<file path="src/rtl/jk_cmd_sequencer.sv">
// Command sequencer driving a downstream JK flip-flop: queued {op,count} commands
// are replayed as registered J/K pulses while a local model checks the fed-back Q.
module jk_cmd_sequencer #(
  parameter int FIFO_DEPTH = 4
) (
  input  logic       clk,
  input  logic       rst,
  input  logic       in_valid,
  output logic       in_ready,
  input  logic [1:0] in_op,
  input  logic [3:0] in_count,
  output logic       J,
  output logic       K,
  input  logic       q_fb,
  output logic       exp_q,
  output logic       mismatch,
  output logic       busy,
  output logic [7:0] ops_done
);

  localparam int AW = $clog2(FIFO_DEPTH);

  typedef enum logic {S_IDLE, S_ISSUE} state_t;

  // Handshake: a command transfers on a rising edge where in_valid and in_ready
  // are both high; in_ready depends only on registered occupancy, never on in_valid.

  logic [5:0]  mem [FIFO_DEPTH];
  logic [AW:0] wr_ptr;
  logic [AW:0] rd_ptr;
  logic        empty;
  logic        full;
  logic        push;
  logic        pop;
  logic [5:0]  head;
  logic [3:0]  head_cnt;

  state_t      state;
  logic [1:0]  cur_op;
  logic [3:0]  remaining;

  assign empty    = (wr_ptr == rd_ptr);
  assign full     = (wr_ptr[AW] != rd_ptr[AW]) && (wr_ptr[AW-1:0] == rd_ptr[AW-1:0]);
  assign in_ready = !full;
  assign busy     = !empty || (state == S_ISSUE);
  assign push     = in_valid && !full && !rst;
  // Pop on entry to ISSUE, or back-to-back on the last cycle of the current command.
  assign pop      = !empty && ((state == S_IDLE) || (remaining == 4'd1));
  assign head     = mem[rd_ptr[AW-1:0]];
  assign head_cnt = (head[3:0] == 4'd0) ? 4'd1 : head[3:0];

  always_ff @(posedge clk) begin
    if (push) begin
      mem[wr_ptr[AW-1:0]] <= {in_op, in_count};
    end
  end

  always_ff @(posedge clk) begin
    if (rst) begin
      wr_ptr    <= '0;
      rd_ptr    <= '0;
      state     <= S_IDLE;
      cur_op    <= 2'b00;
      remaining <= 4'd0;
      J         <= 1'b0;
      K         <= 1'b0;
      exp_q     <= 1'b0;
      mismatch  <= 1'b0;
      ops_done  <= 8'd0;
    end else begin
      if (push) begin
        wr_ptr <= wr_ptr + (AW+1)'(1);
      end
      if (pop) begin
        rd_ptr <= rd_ptr + (AW+1)'(1);
      end

      // The op code is the {J,K} pattern itself: hold 00, reset 01, set 10, toggle 11.
      if (state == S_ISSUE) begin
        {J, K} <= cur_op;
      end else begin
        {J, K} <= 2'b00;
      end

      // Model of the downstream flip-flop, driven by the same registered J/K it sees.
      case ({J, K})
        2'b01:   exp_q <= 1'b0;
        2'b10:   exp_q <= 1'b1;
        2'b11:   exp_q <= ~exp_q;
        default: exp_q <= exp_q;
      endcase

      if (q_fb != exp_q) begin
        mismatch <= 1'b1;
      end

      case (state)
        S_IDLE: begin
          if (!empty) begin
            cur_op    <= head[5:4];
            remaining <= head_cnt;
            state     <= S_ISSUE;
          end
        end
        S_ISSUE: begin
          if (remaining == 4'd1) begin
            ops_done <= ops_done + 8'd1;
            if (!empty) begin
              cur_op    <= head[5:4];
              remaining <= head_cnt;
            end else begin
              remaining <= 4'd0;
              state     <= S_IDLE;
            end
          end else begin
            remaining <= remaining - 4'd1;
          end
        end
        default: state <= S_IDLE;
      endcase
    end
  end

endmodule

</file>
<file path="config.mk">
export PLATFORM = sky130hd
export DESIGN_NAME = jk_cmd_sequencer
export DESIGN_NICKNAME = d
export VERILOG_FILES = /design/src/rtl/jk_cmd_sequencer.sv
export SDC_FILE = /design/constraint.sdc
export NUM_CORES = 1
export LEC_CHECK = 0
export ABC_AREA = 1
export CELL_PAD_IN_SITES_DETAIL_PLACEMENT = 1
export CELL_PAD_IN_SITES_GLOBAL_PLACEMENT = 1
export CORE_MARGIN = 1.5
export CORE_UTILIZATION = 44
export CTS_BUF_LIST = sky130_fd_sc_hd__clkbuf_4
export DETAILED_ROUTE_END_ITERATION = 8
export GPL_TIMING_DRIVEN = 0
export PLACE_DENSITY_LB_ADDON = 0.1
export SKIP_CTS_REPAIR_TIMING = 1
export SKIP_LAST_GASP = 1
export SYNTH_ARGS = -nofsm -noshare
export SYNTH_HDL_FRONTEND = slang
export SYNTH_SLANG_ARGS = --single-unit
</file>
<file path="constraint.sdc">
create_clock -name clk -period 2 [get_ports clk]
set_input_delay 0.5 -clock clk [delete_from_list [all_inputs] [get_ports clk]]
set_output_delay 0.5 -clock clk [all_outputs]
set_load 0.03 [all_outputs]
</file>
**Yosys cells after proc, flatten, opt, wreduce, memory -nomap -nowiden**

Memory sizes are Yosys's and may differ from the RTL's. A register that Yosys moved wholly into a read port is not among the register bits.
Cells that the tools add are included.

- Flip-flop bits (word level): 25
- Latch bits: 0
- RAM bits: 24
- Memory bits (read-only): 0
- Output and inout bits: 14
- Logic and storage cells: 56
- Memories: 1

- Add/subtract/negate cells: 4
- Multiply operators: 0
- Div/mod/pow operators: 0
- Magnitude comparators: 0
- Equality and inequality tests: 10
- Shift-type cells: 0
- Mux-type cells: 16
- Bitwise gates (word level): 2
- Reduce and logical (&&, ||, !) cells: 13

Memory list:

| memory | words | bits a word | rd ports | clocked after memory_dff | write ports | RTL line | source |
|---|---|---|---|---|---|---|---|
| mem | 4 | 6 | 1 | 1 | 1 | 28 | `logic [5:0] mem [FIFO_DEPTH];` |

Operators by type and width:

| kind | number |
|---|---|
| two-way mux 4 bit | 4 |
| adder 8 x 1 -> 8 bit (second input constant) | 1 |
| two-way mux 2 bit | 4 |
| case mux 4 bit (2 select lines) | 1 |
| adder 3 x 1 -> 3 bit (second input constant) | 2 |
| equality test 2 bit (second input constant) | 2 |
| equality test 4 x 1 -> 1 bit (second input constant) | 1 |
| logical AND 1 bit | 4 |
| zero test 4 bit | 1 |
| two-way mux 1 bit | 4 |
| case mux 2 bit (2 select lines) | 1 |
| subtractor 4 x 1 -> 4 bit (second input constant) | 1 |
| equality test 3 bit | 1 |
| zero test 1 bit | 3 |
| case mux 1 bit (3 select lines) | 1 |
| nonzero test 3 bit | 1 |
| equality test 2 x 1 -> 1 bit (second input constant) | 1 |
| equality test 2 bit | 1 |
| logical OR 1 bit | 2 |
| inequality test 1 bit | 2 |
| inequality test 2 x 1 -> 1 bit (second input constant) | 1 |
| inequality test 2 bit (second input constant) | 1 |
| NOT 1 bit | 2 |
| case mux 1 bit (2 select lines) | 1 |
| other kinds (2) | 2 |

**Depth between registers and ports, before layout**

- Depth after elaboration: 7
- Mapped depth: 9
- Mapped depth without buffers: 9

**Least setup slack after synthesis**

Ideal clock, no wire load.

- Path kind: input to register
- From: in rst
- To: mem mem[0][0] (enable)
- Library setup time: 350 ps
- Arrival time: 1238 ps
- Data required time: 1650 ps
- Slack: 412 ps
- Stages: 4
- Cells stage by stage: buf_2 inv_1 nand3_2 nor2_1

- Cells in the longest elaborated chain, start to end: 4

RTL lines:

| what | RTL line | source |
|---|---|---|
| from (decl) | 7 | `input logic rst,` |
| zero test 1 bit | 46 | `assign push = in_valid && !full && !rst;` |
| logical AND 1 bit | 46 |  |
| two-way mux 1 bit | 53 | `if (push) begin` |
| two-way mux 1 bit (implied by the code) | 54 | `mem[wr_ptr[AW-1:0]] <= {in_op, in_count};` |
| to (decl) | 28 |  |

No other way between the ends.

**Worst setup path after layout**

- From: reg wr_ptr[0]
- To: out busy

- Cells in the longest elaborated chain, start to end: 3

RTL lines:

| what | RTL line | source |
|---|---|---|
| from (decl) | 29 | `logic [AW:0] wr_ptr;` |
| from (signal assigned) | 72 | `wr_ptr <= wr_ptr + (AW+1)'(1);` |
| equality test 3 bit | 42 | `assign empty = (wr_ptr == rd_ptr);` |
| zero test 1 bit | n/a |  |
| logical OR 1 bit | 45 | `assign busy = !empty \|\| (state == S_ISSUE);` |
| to (decl) | 17 | `output logic busy,` |

No other way between the ends.

==> metrics.txt <==
status=finished with violations; worst slew pin tran=612.1 ps; height of the die=75.75 um; Rel. slew slack=59.04%; CTS tree=done; num ports=24; First-pass DRT Iterations=4; flop2flop setup slack=210 ps; Die W=75.75 um; worst endpoint required time=1500 ps; Post-synth EDFFs=24; clock buffer count from CTS=5; Synth Flop Type=dfxtp_1; failing checks=setup timing; Switching Power=1.228 mW; RR Startpoint=wr_ptr[0]; final antenna-violating net count=0; Yosys reg bits=51; Seq/Total Area, Yosys=54.16%; Starting Density=a little under half; clock tree buffer depth=2; worst hold path stage count=2; GRT Util Overall=between 20 and 25%; P per Cell Area=1101 nW/um^2; I/O Buffers=22; FP Rows=26; CTS clk-pin slew, worst paths=150 ps; Remaining Overflow, GRT=0; clk sinks=51; Post-synth top cells=nand2_1 (73), dfxtp_1 (27), inv_1 (27); clk_skew=4.821 ps; final core area utilization=53.53%; Mapped Cells=between 200 and 300; cell with the most instances after synthesis=nand2_1; n_diodes=0; DP HPWL=just under 4 mm; RSZ-0062 raised after global routing=yes; Synth-to-Final Area Change=17.41%; Yosys cell types=28; Post-Syn Area=between 2000 and 2500 sq um; DRC violations left=0; Final Hold Fails=0; antenna violations before repair=0; async set or reset register ratio after synthesis=0%; Max Fclk=487.2 MHz; vias in the first global route=1787; layout cells sized above 1=12.33%; Sequential Power Share=45.2%; Power Total=3.010 mW; Routed wire per std cell=about 14 um; critical path arrival=1550 ps; Power Internal=1.782 mW; YS warnings=0; Final Max Slew Viols=0; crit share post-route=102.6%; Worst-Skew Late Latency=370 ps; setup TNS=-52.65 ps; Worst Hold Class=in -> reg; sw frac=40.79%; crit start category=flip-flop; Crit. End Element=primary output; CTS Root Cell=clkbuf_4; CTS H-Tree Depth=2; Iter 0 DRT Violations=40; largest net degree at the start of global routing=16; Avg Vias per Cell=4.943; Leakage=1.267 nW; Comb power frac=38.8%; worst IR drop on VDD=0.0005088 V; Core ar.=between 5000 and 6000 sq um; final worst setup slack=-52.65 ps; post-synth top area share=a little under a third; Final min period=2053 ps; kind of critical path=reg -> out; final RePlAce weighted congestion=0.7634; HP Start=rst; global-route wire length before repair=8.507 mm; top cells by area, synth=edfxtp_1 (31%), dfxtp_1 (23%), nand2_1 (12%); Clk pwr share=between 10% and 20%; Layout Nets=between 300 and 400; area leader, netlist=edfxtp_1; final setup fails=1; Die Area=5737 sq um; synthesized area per cell=8.624 sq um; synthesized net count=288; Crit Path Max Fanout=6; Reg2Reg Depth=7; Post-Route WL=5.243 mm; Hold Crit Endpoint=wr_ptr[2]; R2R Path End=mem[2][5]; Via Count=1829; Max Cap Viol=0
## logic make-up (layout without fill, tap and decap cells)
family	after synthesis	count (layout)	synth area share, %
adders and majority gates	8	8	4.299
and+or+nand+nor	128	128	24.13
AOI/OAI and AO/OA	40	40	8.813
buffers and inverters	38	68	6.717
xor gates and xnor gates	5	5	1.881
DFF	51	51	54.16
## per-stage QoR
stage / hold WS (ps) / setup slack, ps / instance area [sq um] / instances
2_1_floorplan: 440.6 / 411.6 / 2328 / 270
3_3_place_gp: 422.7 / -152.9 / 2636 / 362
3_5_place_dp: 443.2 / -193.3 / 2636 / 362
4_1_cts: 411.1 / -653.6 / 2694 / 370
5_1_grt: 412.6 / -133.6 / 2734 / 370
6_report: 406.1 / -52.65 / 2734 / 370
## cell usage in the layout, fill, tap and decap left out, types with 2 or more instances in the layout
master	netlist	final
a21oi_1	22	22
and3_1	2	2
buf_2	2	3
buf_4	1	2
clkbuf_4	0	6
clkdlybuf4s50_1	0	13
dfxtp_1	27	21
dfxtp_2	0	4
dfxtp_4	0	2
dlymetal6s2s_1	0	7
edfxtp_1	24	24
ha_1	8	8
inv_1	27	27
inv_2	6	6
nand2_1	73	72
nand2_2	3	4
nand3_1	15	15
nand4_1	4	4
nor2_1	24	23
nor2_4	1	2
o21ai_0	14	14
o22ai_1	2	2
xor2_1	4	4
## metal layers
layer  GRT usage, %  up-vias  share of wire (%)
li1               -      942                  -
met4          5.159        0               0.92
met2          33.62       19                 48
met5              0        -                  0
met3          4.365        4                2.2
met1          26.39      864                 49
## power by group through the flow
| stage | clock network (mW) | registers, mW | logic, mW |
|---|---|---|---|
| 6_report | 0.483 | 1.36 | 1.17 |
| 2_1_floorplan | 0 | 1.37 | 0.807 |
| 5_1_grt | 0.528 | 1.38 | 1.34 |
| 4_1_cts | 0.499 | 1.36 | 1.16 |
| 3_3_place_gp | 0 | 1.37 | 1.11 |
| 3_5_place_dp | 0 | 1.38 | 1.15 |
## sequential cells by signal (all words and copies together), names as in the netlist, 2 cells and up, named ones only
signal and flops:
ops_done 8, rd_ptr 3, mem 24, remaining 4, wr_ptr 3, cur_op 2
## layout make-up
type	instances	area, sq um
clock buffers	6	45.04
multi-input cells	181	928.4
fillers	637	2374
flip-flops and latches	51	1274
inverters	33	123.9
well taps	70	87.58
plain buffers	5	32.53
repair buffers	22	230.2
clock inverters	2	12.51
## worst max-delay path by stage
| stage | cells past startpoint | startpoint | end |
|---|---|---|---|
| detailed placement | 7 | wr_ptr[1] | busy |
| CTS | 7 | wr_ptr[0] | busy |
| global route | 7 | wr_ptr[0] | busy |
| global placement | 7 | wr_ptr[1] | busy |
| floorplan | 4 | rst | mem[0][0] |
| finish | 7 | wr_ptr[0] | busy |
## worst max-delay path, stage by stage, from the launching register on
cell	delay (ps)
dfxtp_4	390
inv_2	100
nand2_1	70
nand2_1	100
nand3_4	130
inv_1	100
nand2_1	90
buf_4	180
No activity file was read; power rests on OpenSTA's default activity.
